**config.mk**
```make
export PLATFORM = sky130hd
export DESIGN_NAME = encoder_16to4
export DESIGN_NICKNAME = d
export VERILOG_FILES = /design/src/rtl/encoder_pkg.sv /design/src/rtl/prio_enc16.sv /design/src/rtl/encoder_16to4.sv
export SDC_FILE = /design/constraint.sdc
export NUM_CORES = 1
export LEC_CHECK = 0
export CAP_MARGIN = 40
export CORE_MARGIN = 4
export CORE_UTILIZATION = 35
export CTS_BUF_LIST = sky130_fd_sc_hd__clkbuf_4 sky130_fd_sc_hd__clkbuf_8 sky130_fd_sc_hd__clkbuf_16
export DETAILED_ROUTE_END_ITERATION = 10
export GPL_ROUTABILITY_DRIVEN = 0
export PLACE_DENSITY_LB_ADDON = 0.15
export SLEW_MARGIN = 20
export SYNTH_ARGS = -nofsm -noshare
export SYNTH_HDL_FRONTEND = slang
export SYNTH_HIERARCHICAL = 1
export SYNTH_SLANG_ARGS = --single-unit
export TNS_END_PERCENT = 20
```
**constraint.sdc**
```tcl
create_clock -name clk -period 3.9 [get_ports clk]
set_clock_uncertainty 0.15 [all_clocks]
set_input_delay 0.39 -clock clk [delete_from_list [all_inputs] [get_ports clk]]
set_output_delay 0.39 -clock clk [all_outputs]
set_load 0.03 [all_outputs]
```
**src/rtl/encoder_pkg.sv**
```systemverilog
// rtl/encoder_pkg.sv - shared widths, limits and state type for the 16-to-4 encoder
// Purpose: single home for the encoder data widths, error counter limit and
//          result buffer state encoding.
// Ports:   none (package).
package encoder_pkg;

    localparam int IN_W      = 16;
    localparam int CODE_W    = 4;
    localparam int ERR_CNT_W = 8;

    localparam logic [ERR_CNT_W-1:0] ERR_CNT_MAX = 8'd255;

    // EMPTY: no unconsumed result; FULL: result register holds a result.
    typedef enum logic {
        EMPTY = 1'b0,
        FULL  = 1'b1
    } state_e;

endpackage

```
**src/rtl/prio_enc16.sv**
```systemverilog
// rtl/prio_enc16.sv - combinational highest-index priority encoder with multi-hit flag
// Purpose: encode a 16-bit request vector into the index of its highest set bit.
// Ports:   data_i  [15:0] request vector
//          code_o  [3:0]  index of highest set bit (0 when no bit set)
//          any_o          at least one bit set
//          multi_o        two or more bits set
module prio_enc16
    import encoder_pkg::*;
(
    input  logic [IN_W-1:0]   data_i,
    output logic [CODE_W-1:0] code_o,
    output logic              any_o,
    output logic              multi_o
);

    // Ascending scan: the last set bit seen wins, giving highest-index priority.
    always_comb begin
        code_o = '0;
        for (int i = 0; i < IN_W; i++) begin
            if (data_i[i]) begin
                code_o = CODE_W'(i);
            end
        end
    end

    // Clearing the lowest set bit leaves something only if two or more were set.
    always_comb begin
        any_o   = |data_i;
        multi_o = |(data_i & (data_i - IN_W'(1)));
    end

endmodule

```
**src/rtl/encoder_16to4.sv**
```systemverilog
// rtl/encoder_16to4.sv - registered 16-to-4 priority encoder with one-entry ready/valid buffer
// Purpose: capture a request word on each accepted transfer, present its encoded
//          result one clock later, and count multi-hit words (saturating).
// Ports:   clk, rst_n           clock, asynchronous active-low reset
//          en_in, data_in       input word offer and payload
//          in_ready             word can be accepted this cycle
//          out_valid, out_ready result handshake
//          code_out, any_out,   encoded result of the captured word
//          multi_err
//          err_cnt              saturating count of accepted multi-hit words
module encoder_16to4
    import encoder_pkg::*;
(
    input  logic                 clk,
    input  logic                 rst_n,
    input  logic                 en_in,
    input  logic [IN_W-1:0]      data_in,
    output logic                 in_ready,
    output logic                 out_valid,
    input  logic                 out_ready,
    output logic [CODE_W-1:0]    code_out,
    output logic                 any_out,
    output logic                 multi_err,
    output logic [ERR_CNT_W-1:0] err_cnt
);

    state_e                 state_q, state_d;
    logic [CODE_W-1:0]      code_q;
    logic                   any_q;
    logic                   multi_q;
    logic [ERR_CNT_W-1:0]   err_cnt_q, err_cnt_d;

    logic [CODE_W-1:0]      enc_code;
    logic                   enc_any;
    logic                   enc_multi;
    logic                   transfer;

    prio_enc16 u_prio_enc16 (
        .data_i  (data_in),
        .code_o  (enc_code),
        .any_o   (enc_any),
        .multi_o (enc_multi)
    );

    assign transfer = en_in && in_ready;

    // State register
    always_ff @(posedge clk or negedge rst_n) begin
        if (!rst_n) begin
            state_q <= EMPTY;
        end else begin
            state_q <= state_d;
        end
    end

    // Next-state logic; a transfer while FULL is only possible when the
    // consumer drains in the same cycle, so the buffer stays FULL.
    always_comb begin
        state_d = state_q;
        case (state_q)
            EMPTY:   if (transfer)                state_d = FULL;
            FULL:    if (out_ready && !transfer)  state_d = EMPTY;
            default:                              state_d = EMPTY;
        endcase
    end

    // Handshake outputs
    always_comb begin
        out_valid = (state_q == FULL);
        in_ready  = (state_q != FULL) || out_ready;
    end

    // Result registers only move on a transfer; draining leaves them as-is.
    always_ff @(posedge clk or negedge rst_n) begin
        if (!rst_n) begin
            code_q  <= '0;
            any_q   <= 1'b0;
            multi_q <= 1'b0;
        end else if (transfer) begin
            code_q  <= enc_code;
            any_q   <= enc_any;
            multi_q <= enc_multi;
        end
    end

    always_comb begin
        err_cnt_d = err_cnt_q;
        if (transfer && enc_multi && (err_cnt_q != ERR_CNT_MAX)) begin
            err_cnt_d = err_cnt_q + ERR_CNT_W'(1);
        end
    end

    always_ff @(posedge clk or negedge rst_n) begin
        if (!rst_n) begin
            err_cnt_q <= '0;
        end else begin
            err_cnt_q <= err_cnt_d;
        end
    end

    assign code_out  = code_q;
    assign any_out   = any_q;
    assign multi_err = multi_q;
    assign err_cnt   = err_cnt_q;

endmodule

```
==> summary.md, run 1 <==
| Metric | Value |
|---|---|
| Initial antenna violation count | 0 |
| Fin cells | 173 |
| Clock buffer depth | 2 |
| Setup_tns | 0 ns |
| CP required | 3.92 ns |
| Syn avg cell area | 9.54 µm² |
| Drt drc | 0 |
| Post-CTS Setup Inserts | 0 |
| DR iter-0 viols | 59 |
| CP startpoint kind | input port |
| RSZ-0062 raised after global routing | no |
| Syn-to-layout area delta | 41.7% |
| Die ar. | 0.00375 mm² |
| Worst Setup Slack, final | 0.983 ns |
| Final Hold Vio Count | 0 |
| Depth of the CTS H-tree | 1 |
| CP max FO | 5 |
| Compound-Gate Fraction of Synth Area | 0.146 |
| Post-Place Setup Slack | 0.704 ns |
| Crit end category | flop |
| Distinct cells, synth | 36 |
| Reg clk slew, reported paths | 0.09 ns |
| GR met1 Demand/Resource | 0.178 |
| Fin nets | 164 |
| Met3 usage | 0.0147 |
| Min-Delay Path Class | reg2reg |
| Fin crit period | 2.92 ns |
| Initial Util | 0.363 |
| XOR/XNOR Fraction of Synth Area | 0.0177 |
| Final count of pins violating max slew | 0 |
| Worst slew pin tran | 0.665 ns |
| GRT Total Usage | 0.143 |
| GRT overflow | 0 |
| Ys Warns | 6 |
| Share of post-route cells with drive strength above 1 | 0.141 |
| Main synth FF type | dfrtp_1 |
| CTS root buffer | clkbuf_4 |
| Via Count | 927 |
| Fin crit share | 0.748 |
| Ranking of synthesized cells by area | dfrtp_1 (38%), mux2_2 (7.9%), nor2_1 (4.5%) |
| PwrDens | 448 mW/mm² |
| Post-Place Cells | 169 |
| Combinational family with the most area after synthesis | simple AND/OR/NAND/NOR gates |
| First-pass GRT wire length | 3970 µm |
| Total CTS buffers | 3 |
| Number of port buffers | 35 |
| Post-Synth Simple-Gate Area | 0.298 |
| Top post-synthesis cells by count | dfrtp_1 (15), nor2_1 (12), nand2_1 (8) |
| Clock sink count | 15 |
| Number of synthesized flops with an enable pin | 0 |
| Leak | 0.521 nW |
| Arr. time, crit path | 2.94 ns |
| Fraction of registers with async set or reset after synthesis | 1.00 |
| Core Area | 0.00273 mm² |
| Sequential area share after synthesis | 0.378 |
| CTS Hold Bufs | 0 |
| Post-cts resize count | 0 |
| DR pass1 iterations | 4 |
| N_diodes | 0 |
| Largest net degree at the start of global routing | 16 |
| Peak VDD IR | 0.338 mV |
| Clock latency on the worst-skew pair | 0.28 ns |
| Adder-Cell Fraction of Synth Area | 0.0429 |
| Vias in the first global route | 925 |
| Final setup vio count | 0 |
| Vias per inst | 5.36 |
| Routed wire length | 2470 µm |
| Slew Limit Headroom | 0.555 |
| Cells after Synth | 104 |
| Chip Width | 61.2 µm |
| Synth area leader | dfrtp_1 |
| GRT met2 Usage | 0.243 |
| Fmax | 0.343 GHz |
| WL per Instance | 14.3 µm |
| Die Y | 61.2 µm |
| Post-DP HPWL | 1950 µm |
| FF+latch count, synth | 15 |
| Rows | 19 |
| Most numerous cell in the Yosys netlist | dfrtp_1 |
| TritonCTS clock tree | yes |
| Post-synthesis mux area share | 0.0895 |
| Mapped cell area | 992 µm² |
| Status | finished, final reports clean |
| Max-cap violations | 0 |
| Top Usage Layer GRT | met2 |
| DRT antenna net count | 0 |
| Area share of the largest cell type after synthesis | 0.378 |
| I/O Pins | 36 |
| Crit Path Category | in2reg |
| Syn_nets | 125 |
worst paths after layout:
| check | cells past startpoint | to | start | slack, ns |
|---|---|---|---|---|
| min reg2reg | 2 | multi_err | multi_err | 0.35 |
| max | 10 | err_cnt[4] | data_in[3] | 0.98 |
| min | 2 | multi_err | multi_err | 0.35 |
| min in group asynchronous | 1 | code_out[1] | rst_n | 0.36 |
| max reg2reg | 4 | err_cnt[7] | err_cnt[2] | 2.26 |
| max in group asynchronous | 1 | err_cnt[4] | rst_n | 2.82 |
final cells by class:
class                   count  area, µm²
fillers                   266       1330
multi-input cells          82        589
flip-flops and latches     15        375
repair buffers             35        350
well taps                  31       38.8
clock buffers               4       30.0
inverters                   6       22.5
state kept, by name, indices dropped and copies added (netlist names):
| register | flops |
|---|---|
| any_out | 1 |
| err_cnt | 8 |
| code_out | 4 |
| multi_err | 1 |
| out_valid | 1 |
cells by family after synthesis:
kind of cell    after synthesis
mux                           8
flops                        15
fa+ha+maj                     4
buf+inv                       7
xor+xnor                      2
compound gates               20
simple gates                 48
metrics by stage:
step	util	hold WS, ns	power [mW]	area, µm²
floorplan	-	-0.0556	0.404	992
global placement	0.503	0.331	0.537	1380
detailed placement	0.503	0.341	0.542	1380
CTS	0.514	0.361	0.638	1410
global route	0.514	0.378	0.675	1410
finish	0.514	0.345	0.630	1410
report_power, final:
part           internal [mW]  switching [mW]
clock                 0.0467          0.0477
sequential             0.195          0.0472
combinational          0.133           0.161
cells in the final DEF (no fill, tap or decap), types with 2 or more instances in the layout:
cell type and count:
nand3_1 3, nand2b_1 4, nor3_1 7, or4_1 2, inv_1 6, clkdlybuf4s50_1 35
a2111oi_0 3, nor2_1 12, clkbuf_4 4, a21oi_1 4, mux2_2 7, nand2_1 8
maj3_1 3, o21ai_0 4, or4_4 2, dfrtp_1 15, o21bai_1 2, xor2_1 2
worst max-delay path, cell delays in order:
cell and delay (ns):
clkdlybuf4s50_1 0.48, or4_4 0.56, nand2b_4 0.18, maj3_1 0.35, nor3_1 0.22, o221ai_2 0.18, and2_1 0.21, o2111ai_1 0.13
nor2_1 0.09, xor2_1 0.14
metal layers:
layer / wire (µm) / up-vias
li1: - / 461
met4: 50 / 0
met5: 0 / -
met3: 167 / 6
met1: 1050 / 433
met2: 1200 / 27
Note: power is estimated with default switching activity, not from simulation.
==> run 2: changes to the inputs <==
Clock period 3.9 ns to 2.6 ns, I/O delays scaled along.
==> run 2 against run 1 <==
  * Clock-buffer cell count is the same
  * Clock power up 59%
  * Setup slack got worse by 0.89 ns
  * Routed wire length rose by 12%
  * Global-route usage up 2.0 points
  * Register-to-register slack worse by 1.4 ns
  * First-iteration DRC count shrank 32%
  * Non-clock buffer count up 22
  * Sequential cell count unchanged
  * Largest power group unchanged
  * Highest routed layer unchanged
==> summary.md, run 2 (synthesized netlist as in run 1, its figures left out) <==
| Metric | Value |
|---|---|
| Largest stage delay, worst path | 0.45 ns |
| DRT antenna net count | 0 |
| Min Hold Slack | 0.224 ns |
| Post-DP HPWL | 2150 µm |
| Rows | 19 |
| Final count of pins violating max slew | 0 |
| WP buf/inv | 1 |
| Die Y | 61.2 µm |
| Setup_tns | 0 ns |
| Placed instance area | 0.00154 mm² |
| Routed wire length | 2780 µm |
| Fin crit period | 2.51 ns |
| CP startpoint | data_in[3] |
| Core Area | 0.00273 mm² |
| GRT overflow | 0 |
| Slew Limit Headroom | 0.535 |
| Fmax | 0.399 GHz |
| Clock latency on the worst-skew pair | 0.30 ns |
| CP max FO | 4 |
| CP startpoint kind | input port |
| N_diodes | 0 |
| DR pass1 iterations | 4 |
| Slowest-stage cell, CP | or4_4 |
| Via Count | 1048 |
| Worst Setup EP | err_cnt[4] |
| CTS root buffer | clkbuf_4 |
| WL per Instance | 14.3 µm |
| # fillers | 258 |
| Max-cap violations | 0 |
| Setup slack, reg-to-reg | 0.83 ns |
| GRT Total Usage | 0.163 |
| Flop pwr share | 0.362 |
| Vias in the first global route | 1074 |
| Pint | 0.590 mW |
| Min-Delay Path Class | in2async |
| Initial antenna violation count | 0 |
| First-pass GRT wire length | 4590 µm |
| Syn-to-layout area delta | 65.1% |
| Vias per inst | 5.37 |
| Clock sink count | 15 |
| NetSw | 0.407 mW |
| Most frequent cells in the layout | clkdlybuf4s50_1 (32), buf_4 (22), dfrtp_1 (15), nor2_1 (11), nand2_1 (8) |
| Share of post-route cells with drive strength above 1 | 0.311 |
| CP required | 2.64 ns |
| Final Cell Area | 0.00164 mm² |
| Fin nets | 186 |
| Peak VDD IR | 0.598 mV |
| CTS Hold Bufs | 0 |
| I/O Pins | 36 |
| Fin crit share | 0.965 |
| RR Endpoint | err_cnt[7] |
| Arr. time, crit path | 2.55 ns |
| Max reg flops | 8 |
| Worst slew pin tran | 0.695 ns |
| Worst R2R Start | out_valid |
| Commonest non-fill, non-tap cell in the layout | clkdlybuf4s50_1 |
| Final Hold Vio Count | 0 |
| Total CTS buffers | 3 |
| Reg clk slew, reported paths | 0.09 ns |
| Number of port buffers | 35 |
| Chip Width | 61.2 µm |
| Crit end category | flop |
| Die ar. | 0.00375 mm² |
| Largest net degree at the start of global routing | 16 |
| Final setup vio count | 0 |
| Status | finished, final reports clean |
| Clock buffer depth | 2 |
| Critical-path cell list | clkdlybuf4s50_1 -> or4_4 -> nand2b_4 -> maj3_2 -> nor3_4 -> o221ai_4 -> and2_4 -> o2111ai_2 -> nor2_1 -> xor2_1 |
| Combinational share of power | 0.488 |
| Clock power frac | 0.150 |
| TritonCTS clock tree | yes |
| PwrDens | 609 mW/mm² |
| Depth of the worst register-to-register path | 5 |
| Initial Util | 0.363 |
| Drt drc | 0 |
| Crit Path Category | in2reg |
| Net Sw Frac | 0.408 |
| DR iter-0 viols | 40 |
| Depth of the CTS H-tree | 1 |
| Crit path depth | 10 |
| Leak | 0.669 nW |
| Post-CTS Setup Inserts | 0 |
| Family with the most delay on the worst path | simple AND/OR/NAND/NOR gates |
-- run 2: cell types whose count changed in the layout (fill, tap and decap cells not counted), sizes merged --
cell,before,now
buf,0,22
clkdlybuf4s50,35,32
dlygate4sd2,0,1
dlymetal6s2s,0,2
-- run 2: worst min-delay path by stage --
stage / to / slack (ns) / cells past startpoint
global placement: multi_err / 0.33 / 2
global route: err_cnt[6] / 0.29 / 1
CTS: err_cnt[6] / 0.24 / 1
finish: err_cnt[6] / 0.22 / 1
floorplan: any_out / -0.19 / 0
detailed placement: multi_err / 0.33 / 2
-- run 2: power by group through the flow --
stage,logic (mW),registers [mW],clock network [mW]
3_5_place_dp,0.468,0.366,0
3_3_place_gp,0.465,0.362,0
6_report,0.486,0.361,0.150
4_1_cts,0.481,0.362,0.154
5_1_grt,0.526,0.370,0.163
2_1_floorplan,0.136,0.470,0
-- run 2: through the flow --
stage                     std cells  power [mW]  worst slack, ns  utilization
after floorplan                 104       0.606            0.137            -
after global placement          191       0.826           -0.338        0.564
after detailed placement        191       0.834           -0.418        0.564
after CTS                       195       0.997           0.0199        0.578
after global routing            195        1.06         -0.00394        0.599
final                           195       0.997           0.0912        0.599
-- run 2: layout make-up --
type / count / area [µm²] / area share
Multi-Input combinational cell: 82 / 652 / 0.398
Timing Repair Buffer: 57 / 519 / 0.317
Sequential cell: 15 / 375 / 0.229
Tap cell: 31 / 38.8 / 0.0237
Clock buffer: 4 / 30.0 / 0.0183
Inverter: 6 / 22.5 / 0.0138
-- run 2: routing by layer --
layer / global-route usage / routed length, µm / up-vias
li1: - / - / 513
met1: 0.199 / 1140 / 494
met2: 0.285 / 1370 / 34
met3: 0.0168 / 199 / 7
met4: 0.0743 / 65 / 0
met5: 0 / 0 / -
-- run 2: what timing repair did --
action	in CTS	in global routing
gates cloned	0	0
resized for setup	4	12
pin swaps	4	7
endpoints found under the setup margin	3	8
